[config.mk]
export PLATFORM = sky130hd
export DESIGN_NAME = hamming_scrubber
export DESIGN_NICKNAME = d
export VERILOG_FILES = /design/src/rtl/hamming_scrubber.sv
export SDC_FILE = /design/constraint.sdc
export NUM_CORES = 1
export LEC_CHECK = 0
export CAP_MARGIN = 30
export CORE_MARGIN = 3
export CORE_UTILIZATION = 55
export DETAILED_ROUTE_END_ITERATION = 10
export DONT_BUFFER_PORTS = 1
export PLACE_DENSITY = 0.7
export SYNTH_ARGS = -nofsm -noshare
export SYNTH_HDL_FRONTEND = slang
export SYNTH_SLANG_ARGS = --single-unit
[constraint.sdc]
create_clock -name clk -period 2.8 [get_ports clk]
set_input_delay 0.28 -clock clk [delete_from_list [all_inputs] [get_ports clk]]
set_output_delay 0.28 -clock clk [all_outputs]
set_load 0.01 [all_outputs]
[src/rtl/hamming_scrubber.sv]
// ---------------------------------------------------------------------------
// hamming_scrubber
//
// Background scrubber for a store of 12-bit Hamming(12,8) codewords. A start
// pulse launches one full pass over every address. Each word is read and its
// syndrome is recomputed. Single-bit errors are written back corrected, and
// uncorrectable syndromes are only counted. The memory port is shared with
// functional traffic, so every access is a req/gnt handshake.
//
// Codeword layout, index 0..11:
//   p1 p2 d0 p4 d1 d2 d3 p8 d4 d5 d6 d7
// The Hamming position of a bit is its index + 1.
//
// Ports:
//   clk         rising-edge clock
//   rst_n       asynchronous active-low reset
//   start       one-cycle request to begin a pass; only honoured in IDLE
//   abort       synchronous return to IDLE from any state; no done pulse
//   mem_req     memory access request, held until mem_gnt
//   mem_gnt     grant; the access happens on the edge where it is high
//   mem_we      1 = write, 0 = read; meaningful while mem_req is high
//   mem_addr    access address (the scrub pointer)
//   mem_wdata   corrected codeword for write-back
//   mem_rdata   read data, valid in the cycle after a granted read
//   busy        high in READ, WAIT, CHECK and WRITE
//   done        one-cycle pulse when a pass completes
//   corr_cnt    saturating count of corrected words
//   uncorr_cnt  saturating count of uncorrectable words
//   err_addr    address of the most recent corrected/uncorrectable word
// ---------------------------------------------------------------------------
module hamming_scrubber #(
  parameter int ADDR_W = 4,
  parameter int CNT_W  = 8
) (
  input  logic              clk,
  input  logic              rst_n,
  input  logic              start,
  input  logic              abort,
  output logic              mem_req,
  input  logic              mem_gnt,
  output logic              mem_we,
  output logic [ADDR_W-1:0] mem_addr,
  output logic [11:0]       mem_wdata,
  input  logic [11:0]       mem_rdata,
  output logic              busy,
  output logic              done,
  output logic [CNT_W-1:0]  corr_cnt,
  output logic [CNT_W-1:0]  uncorr_cnt,
  output logic [ADDR_W-1:0] err_addr
);

  typedef enum logic [2:0] {
    S_IDLE,
    S_READ,
    S_WAIT,
    S_CHECK,
    S_WRITE,
    S_DONE
  } state_t;

  localparam logic [ADDR_W-1:0] LAST_ADDR = '1;
  localparam logic [CNT_W-1:0]  CNT_MAX   = '1;

  state_t            state;
  logic [ADDR_W-1:0] addr_ptr;
  logic [11:0]       word_q;
  logic [3:0]        syndrome;
  logic [11:0]       flip_mask;
  logic [11:0]       corrected;
  logic              is_clean;
  logic              is_correctable;

  // XOR-ing together the positions of all set bits gives the same result as
  // computing each syndrome bit over the positions that have that bit set.
  function automatic logic [3:0] calc_syndrome(input logic [11:0] cw);
    logic [3:0] s;
    s = '0;
    for (int i = 0; i < 12; i++) begin
      if (cw[i]) s = s ^ 4'(i + 1);
    end
    return s;
  endfunction

  assign mem_addr = addr_ptr;

  // Classify the captured word. A syndrome of 1..12 names the failing
  // position, whether it is a data or a parity bit. Values 13..15 point
  // past the end of the word and cannot be fixed.
  always_comb begin
    syndrome  = calc_syndrome(word_q);
    flip_mask = '0;
    for (int i = 0; i < 12; i++) begin
      flip_mask[i] = (syndrome == 4'(i + 1));
    end
    corrected      = word_q ^ flip_mask;
    is_clean       = (syndrome == 4'd0);
    is_correctable = !is_clean && (syndrome <= 4'd12);
  end

  // Scrub sequencer. Every output is registered here, so mem_req, mem_we,
  // mem_addr and mem_wdata cannot change while a request waits for its
  // grant. abort is checked first so it pre-empts every transition,
  // including a start in the same cycle and a write that is still pending.
  always_ff @(posedge clk or negedge rst_n) begin
    if (!rst_n) begin
      state      <= S_IDLE;
      addr_ptr   <= '0;
      word_q     <= '0;
      mem_req    <= 1'b0;
      mem_we     <= 1'b0;
      mem_wdata  <= '0;
      busy       <= 1'b0;
      done       <= 1'b0;
      corr_cnt   <= '0;
      uncorr_cnt <= '0;
      err_addr   <= '0;
    end else begin
      done <= 1'b0;
      if (abort) begin
        state   <= S_IDLE;
        mem_req <= 1'b0;
        mem_we  <= 1'b0;
        busy    <= 1'b0;
      end else begin
        case (state)
          S_IDLE: begin
            if (start) begin
              addr_ptr   <= '0;
              corr_cnt   <= '0;
              uncorr_cnt <= '0;
              state      <= S_READ;
              mem_req    <= 1'b1;
              mem_we     <= 1'b0;
              busy       <= 1'b1;
            end
          end

          S_READ: begin
            if (mem_gnt) begin
              mem_req <= 1'b0;
              state   <= S_WAIT;
            end
          end

          S_WAIT: begin
            word_q <= mem_rdata;
            state  <= S_CHECK;
          end

          S_CHECK: begin
            if (is_correctable) begin
              mem_wdata <= corrected;
              err_addr  <= addr_ptr;
              if (corr_cnt != CNT_MAX) corr_cnt <= corr_cnt + 1'b1;
              state   <= S_WRITE;
              mem_req <= 1'b1;
              mem_we  <= 1'b1;
            end else begin
              // An uncorrectable word is recorded but left untouched.
              if (!is_clean) begin
                err_addr <= addr_ptr;
                if (uncorr_cnt != CNT_MAX) uncorr_cnt <= uncorr_cnt + 1'b1;
              end
              if (addr_ptr == LAST_ADDR) begin
                state <= S_DONE;
                done  <= 1'b1;
                busy  <= 1'b0;
              end else begin
                addr_ptr <= addr_ptr + 1'b1;
                state    <= S_READ;
                mem_req  <= 1'b1;
                mem_we   <= 1'b0;
              end
            end
          end

          S_WRITE: begin
            if (mem_gnt) begin
              if (addr_ptr == LAST_ADDR) begin
                state   <= S_DONE;
                done    <= 1'b1;
                busy    <= 1'b0;
                mem_req <= 1'b0;
                mem_we  <= 1'b0;
              end else begin
                addr_ptr <= addr_ptr + 1'b1;
                state    <= S_READ;
                mem_req  <= 1'b1;
                mem_we   <= 1'b0;
              end
            end
          end

          S_DONE: begin
            state <= S_IDLE;
          end

          default: begin
            state   <= S_IDLE;
            mem_req <= 1'b0;
            mem_we  <= 1'b0;
            busy    <= 1'b0;
          end
        endcase
      end
    end
  end

endmodule

==> out/results.tsv, run 1 <==
stage	metric	value	unit
outcome	outcome	complete, no violations	
power	vdd_drop_max	1.037	mV
logic_synthesis	ys_async_sr_fraction	100.0	%
die	die_x	80.48	um
sta	tns	0	ns
clocking	cts.sinks	55	
route	totalWireLength	6488	um
logic_synthesis	syn_inst	287	
critical_path	cp.buffers_inverters	0	
logic_synthesis	synth_compound_area_share	11.57	%
sta	hold_viol	0	
clocking	clockBufferDepth	2	
logic_synthesis	synth_cell_type_count	53	
placed_design	place_ws	0.2655	ns
route	avgViaCountPerCell	6.123	
logic_synthesis	yosysWarnings	0	
finish	finish.utilization	63.43	%
critical_path	crit_chain	xor3_2 -> xor2_1 -> a211oi_2 -> or2_1 -> or4_1 -> a21oi_1	
finish	final_cells	367	
power	power	4.478	mW
finish	antenna_cells	0	
finish	postLayoutCellArea	0.003322	mm2
logic_synthesis	synth_area_per_cell	10.63	um2
sta	fin_skew	0.01423	ns
sta	whs	0.02044	ns
die	io_pins	57	
route	antenna_left	0	
critical_path	critical_path_class	reg -> reg	
critical_path	arrival	2.80	ns
die	num_rows	26	
global_route	grt.overflow.total	0	
logic_synthesis	synth_top_family_by_area	simple AND/OR/NAND/NOR gates	
placed_design	io_buffers	0	
logic_synthesis	ys.flop_type	dfrtp_1	
sta	final.period_utilization	91.39	%
finish	area_delta_synth_final	8.901	%
critical_path	startpoint_type	flop	
sta	worst_pin_slew	0.5492	ns
clocking	cts-buffers-inserted	5	
clocking	cts_tree	built	
clocking	clkLatencyLatePin	0.31	ns
die	fp.dieArea	0.006476	mm2
die	die_h	80.48	um
die	core	0.005238	mm2
placed_design	placed_area	0.003182	mm2
logic_synthesis	synth_nets	307	
sta	timing.fmax	390.8	MHz
sta	max_slew_margin	63.11	%
logic_synthesis	synth-edff-count	0	
logic_synthesis	synth-seq-cells	55	
sta	setup_slack	0.2411	ns
finish	fill_cells	445	
clocking	cts.clk_slew.worst_paths	0.10	ns
finish	final_layout_size_suffix_gt1_share	19.19	%
clocking	root_buffer	clkbuf_8	
flow_run	drv_cap	0	
global_route	grt_pass1_vias	2222	
logic_synthesis	synth_adder_area_share	1.231	%
sta	finalMaxSlewViolations	0	
logic_synthesis	ys_seq_area_share	45.12	%
sta	setup_viol	0	
critical_path	critPathTopFamily	simple AND/OR/NAND/NOR gates	
hold_path	hp-class	in -> reg	
finish	final_nets	317	
critical_path	cp_max_fo	9	
clocking	h-tree-depth	2	
sta	layout_min_cycle_time	2.559	ns
route	drt-initial-drc-count	174	
route	vias	2247	
logic_synthesis	post_synth_mux_area_share	10.66	%
route	drc	0	
critical_path	slowest_stage	or4_1	
sta	rsz0062_at_grt	false	
critical_path	max_stage_delay	0.52	ns
die	start_util	58.24	%
global_route	antenna_found_initial	0	
placed_design	hpwlAfterDp	4724	um
logic_synthesis	synthXorXnorAreaFrac	12.43	%
placed_design	place_inst	358	
global_route	grt_usage	21.81	%
power	powerDensity	1348	mW/mm2
critical_path	end_kind	flop	
power	p_leak	1.478	nW
placed_design	place_congestion	0.8858	
critical_path	required	3.05	ns
global_route	grt_pass1_wl	10940	um
route	dr.pass1.iters	4	
global_route	grt_max_degree	56	
logic_synthesis	synthSimpleGateAreaFrac	16.90	%
logic_synthesis	netlist_area	0.003050	mm2
route	wire_per_inst	17.68	um
[worst register-to-register path: stages (launching register included)]
cell      delay [ns]
dfrtp_1         0.45
xor3_2          0.50
xor2_1          0.36
a211oi_2        0.14
or2_1           0.37
or4_1           0.52
a21oi_1         0.15
[per-layer routing]
metal	global-route usage (%)	wire length [um]	share of wire (%)	vias up
li1	-	-	-	1063
met1	31.61	3037	47	1103
met2	31.13	2898	45	76
met3	7.287	511	7.9	5
met4	6.081	40	0.62	0
met5	0	0	0	-
[cells by family (layout without fill, tap and decap cells)]
family	Yosys count	in the layout
multiplexers	29	29
XOR/XNOR	34	34
AND/OR/NAND/NOR	98	98
buffers and inverters	14	24
AO/OA/AOI/OAI	54	54
flip-flops	55	55
adder cells (fa/ha/maj)	3	3
[layout make-up]
type                    instances  area [um2]  area share [%]
clock inverters                 1       30.03          0.9040
multi-input cells             218        1617           48.66
repair buffers                 14       127.6           3.842
well taps                      70       87.58           2.637
clock buffers                   6       72.57           2.185
flip-flops and latches         55        1376           41.43
inverters                       3       11.26          0.3390
[what timing repair did]
| action | in CTS | in global routing |
|---|---|---|
| hold endpoints to repair | 55 | 0 |
| setup endpoints to repair | 0 | 0 |
| hold buffers | 2 | 0 |
| resized for setup | 0 | 0 |
| buffers inserted | 0 | 0 |
[cell usage after synthesis, types with 2 or more instances]
cell,instances,area (um2)
ha_1,3,37.54
a41o_1,2,20.02
clkbuf_1,9,33.78
a31oi_1,2,12.51
nand4_1,5,31.28
and2_1,2,12.51
o31ai_1,2,15.01
xor2_1,4,35.03
nor4b_1,2,17.52
mux2_2,28,315.3
nor2_1,22,82.58
or4_1,3,22.52
a32o_1,2,20.02
nor3_1,5,25.02
nor4_1,5,31.28
or3_1,5,31.28
and3_1,4,25.02
nand2_1,24,90.09
dfrtp_1,55,1376
inv_1,3,11.26
or3b_2,2,17.52
a21o_1,2,15.01
a21oi_1,18,90.09
xnor2_1,24,210.2
nand3_1,12,60.06
xnor3_1,2,45.04
o21ai_0,13,65.06
a211oi_2,2,25.02
[state kept, by name (all words and copies together) (netlist names)]
register    flops
err_addr        4
mem_we          1
word_q         12
mem_addr        4
done            1
mem_req         1
state           3
corr_cnt        8
busy            1
mem_wdata      12
uncorr_cnt      8
[final timing paths]
path                                       startpoint                       to  slack [ns]  cells past startpoint
min in group asynchronous                       rst_n       mem_we$_DFFE_PN0P_        0.50                      2
worst min register to register    mem_req$_DFFE_PN0P_      mem_req$_DFFE_PN0P_        0.57                      1
worst max-delay path            word_q[6]$_DFFE_PN0P_  corr_cnt[5]$_DFFE_PN0P_        0.24                      6
worst min-delay path                            abort       mem_we$_DFFE_PN0P_        0.02                      1
worst max register to register  word_q[6]$_DFFE_PN0P_  corr_cnt[5]$_DFFE_PN0P_        0.24                      6
max in group asynchronous                       rst_n  err_addr[2]$_DFFE_PN0P_        2.05                      2
[power by group]
part | leakage, nW | internal [mW] | switching (mW)
clock | 0.0513 | 0.263 | 0.251
combinational | 0.685 | 1.21 | 1.57
sequential | 0.742 | 0.966 | 0.223
total | 1.48 | 2.44 | 2.04
[layout by cell type (no fill, tap or decap), drive strengths merged, types with 3 or more instances in the layout]
cell    netlist  routed
nand2        24      24
buf           2      13
nor4          6       6
xor2          5       5
nor3          6       6
nor2         22      22
o21ai        14      14
a21oi        18      18
inv           3       3
xnor2        24      24
and3          4       4
xnor3         3       3
mux2         28      28
clkbuf        9       6
nand4         5       5
dfrtp        55      55
or4           3       3
a211oi        3       3
or3           5       5
ha            3       3
nand3        12      12
(Power assumes the default switching activity.)
==> run 2: changes to the inputs <==
==> constraint.sdc (replaced) <==
create_clock -name clk -period 2.8 [get_ports clk]
set_input_delay 0 -clock clk [delete_from_list [all_inputs] [get_ports clk]]
set_output_delay 0 -clock clk [all_outputs]
set_load 0.01 [all_outputs]
==> out/results.tsv, run 2 (same netlist as run 1, synthesis figures left out) <==
stage	metric	value	unit	change
outcome	outcome	complete, no violations		
clocking	clkLatencyLatePin	0.31	ns	about the same
clocking	root_buffer	clkbuf_8		
finish	seqCellArea	0.001376	mm2	unchanged
route	avgViaCountPerCell	6.076		-0.76%
die	start_util	58.24	%	unchanged
route	wire_per_inst	17.28	um	-2.2%
sta	worst_pin_slew	0.5458	ns	-0.003335 ns
global_route	grt_max_degree	56		unchanged
finish	antenna_cells	0		unchanged
route	dr.pass1.iters	4		unchanged
route	totalWireLength	6585	um	+1.5%
power	internal-power	2.452	mW	+0.53%
clocking	clockBufferDepth	2		unchanged
critical_path	crit_chain	xor3_2 -> xor2_1 -> a211oi_2 -> or2_1 -> or4_1 -> a21oi_1		
critical_path	reg2reg_from	word_q[6]$_DFFE_PN0P_		
power	p_sw_share	45.42	%	-0.12 points
global_route	antenna_found_initial	0		unchanged
power	vdd_drop_max	1.013	mV	-2.2%
placed_design	place_inst	358		unchanged
finish	final_layout_size_suffix_gt1_share	18.33	%	-0.86 points
global_route	met3_usage	6.839	%	-0.45 points
hold_path	hp-start	abort		
power	power_frac_seq	26.5	%	about the same
finish	layout.cells.most_common	dfrtp_1		
sta	tns	0	ns	unchanged
flow_run	drv_cap	0		unchanged
die	fp.dieArea	0.006476	mm2	unchanged
critical_path	required	3.04	ns	about the same
route	drt-initial-drc-count	177		+1.7%
sta	hold_viol	0		unchanged
sta	final.period_utilization	90.55	%	-0.84 points
clocking	cts.clk_slew.worst_paths	0.10	ns	about the same
finish	fill_cells	436		-2.0%
global_route	grt.overflow.total	0		unchanged
finish	reg.largest.list	mem_wdata (12), word_q (12)		
critical_path	cp_max_fo	9		unchanged
clocking	cts-buffers-inserted	5		unchanged
sta	setup_viol	0		unchanged
sta	fin_skew	0.01017	ns	-0.004065 ns
global_route	busiest_layer	met2		
critical_path	startpoint_type	flop		
critical_path	end_kind	flop		
clocking	cts-resized-gates	0		unchanged
finish	finish.utilization	66.10	%	+2.7 points
finish	layout_common_cells	dfrtp_1 (55), mux2_2 (28), nand2_1 (24), xnor2_1 (24), nor2_1 (22)		
power	power	4.492	mW	+0.31%
die	num_rows	26		unchanged
sta	finalMaxSlewViolations	0		unchanged
hold_path	hp-class	in -> reg		
sta	layout_min_cycle_time	2.535	ns	-0.02344 ns
clocking	cts_tree	built		
sta	timing.fmax	394.4	MHz	+0.92%
critical_path	critical_path_class	reg -> reg		
route	drc	0		unchanged
critical_path	slowest_stage	or4_1		
die	core	0.005238	mm2	unchanged
critical_path	arrival	2.78	ns	-0.02 ns
die	io_pins	57		unchanged
route	vias	2315		+3.0%
finish	area_delta_synth_final	13.49	%	
global_route	grt_pass1_vias	2277		+2.5%
placed_design	io_buffers	0		unchanged
global_route	grt_usage	22.55	%	+0.74 points
global_route	grtUsageMet1	32.75	%	+1.1 points
power	clkPwrFrac	11.3	%	-0.2 points
power	p_leak	1.537	nW	+4.0%
global_route	grt_pass1_wl	11320	um	+3.5%
sta	max_slew_margin	63.33	%	+0.22 points
clocking	h-tree-depth	2		unchanged
die	die_h	80.48	um	unchanged
critical_path	reg2reg_slack	0.26	ns	+0.02 ns
route	antenna_left	0		unchanged
critical_path	crit_start	word_q[6]$_DFFE_PN0P_		
power	p_comb_share	62.3	%	+0.3 points
power	powerDensity	1297	mW/mm2	-3.7%
finish	multi_input_area	0.001617	mm2	unchanged
finish	final_cells	381		+3.8%
global_route	use_met2	32.86	%	+1.7 points
sta	whs	0.03831	ns	+0.01787 ns
sta	rsz0062_at_grt	false		
clocking	cts.sinks	55		unchanged
placed_design	hpwlAfterDp	4724	um	unchanged
power	p_sw	2.040	mW	about the same
die	die_x	80.48	um	unchanged
critical_path	max_stage_delay	0.52	ns	about the same
finish	final_nets	331		+4.4%
placed_design	place_congestion	0.8858		unchanged
run 2: cell count changes in the layout (fill, tap and decap cells not counted), sizes merged:
| cell | change |
|---|---|
| dlygate4sd3 | +14 |
run 2: area by class of cell:
cell class	count	area share (%)
well taps	70	2.530
flip-flops and latches	55	39.75
inverters	3	0.3253
clock buffers	6	2.096
repair buffers	28	7.734
clock inverters	1	0.8674
multi-input cells	218	46.69
run 2: repair_timing:
| item | in CTS | in global routing |
|---|---|---|
| endpoints found under the setup margin | 0 | 0 |
| hold buffers | 16 | 0 |
| buffers inserted | 0 | 0 |
| endpoints found under the hold margin | 75 | 0 |
run 2: power by group through the flow:
stage	Sequential [mW]	Combinational [mW]	Clock [mW]
2_1_floorplan	1.15	2.20	0
3_3_place_gp	1.20	2.71	0
3_5_place_dp	1.21	2.73	0
4_1_cts	1.19	2.80	0.529
5_1_grt	1.22	3.11	0.557
6_report	1.19	2.80	0.506
run 2: metrics by stage:
stage	cell area [um2]	setup WS (ns)
6_report	3462	0.2645
5_1_grt	3462	0.08600
4_1_cts	3462	0.2699
3_5_place_dp	3182	0.2655
3_3_place_gp	3182	0.3805
2_1_floorplan	3050	0.3530
run 2: worst max-delay path, delay by kind of cell (launching register included):
kind | cells | cell delay, ns
and+or+nand+nor | 2 | 0.89
AOI/OAI and AO/OA | 2 | 0.29
xor gates and xnor gates | 2 | 0.85
DFF | 1 | 0.44
run 2: path summary, 6_finish.rpt:
path,end,cells past startpoint
worst max-delay path,corr_cnt[5]$_DFFE_PN0P_,6
worst min-delay path,uncorr_cnt[3]$_DFFE_PN0P_,3
worst max register to register,corr_cnt[5]$_DFFE_PN0P_,6
worst min register to register,mem_req$_DFFE_PN0P_,1
max in group asynchronous,mem_addr[2]$_DFFE_PN0P_,2
min in group asynchronous,done$_DFF_PN0_,2
run 2: layer usage:
layer	vias to the layer above	wire length (um)
met3	6	510
met4	0	65
met5	-	0
li1	1088	-
met2	85	2970
met1	1136	3038
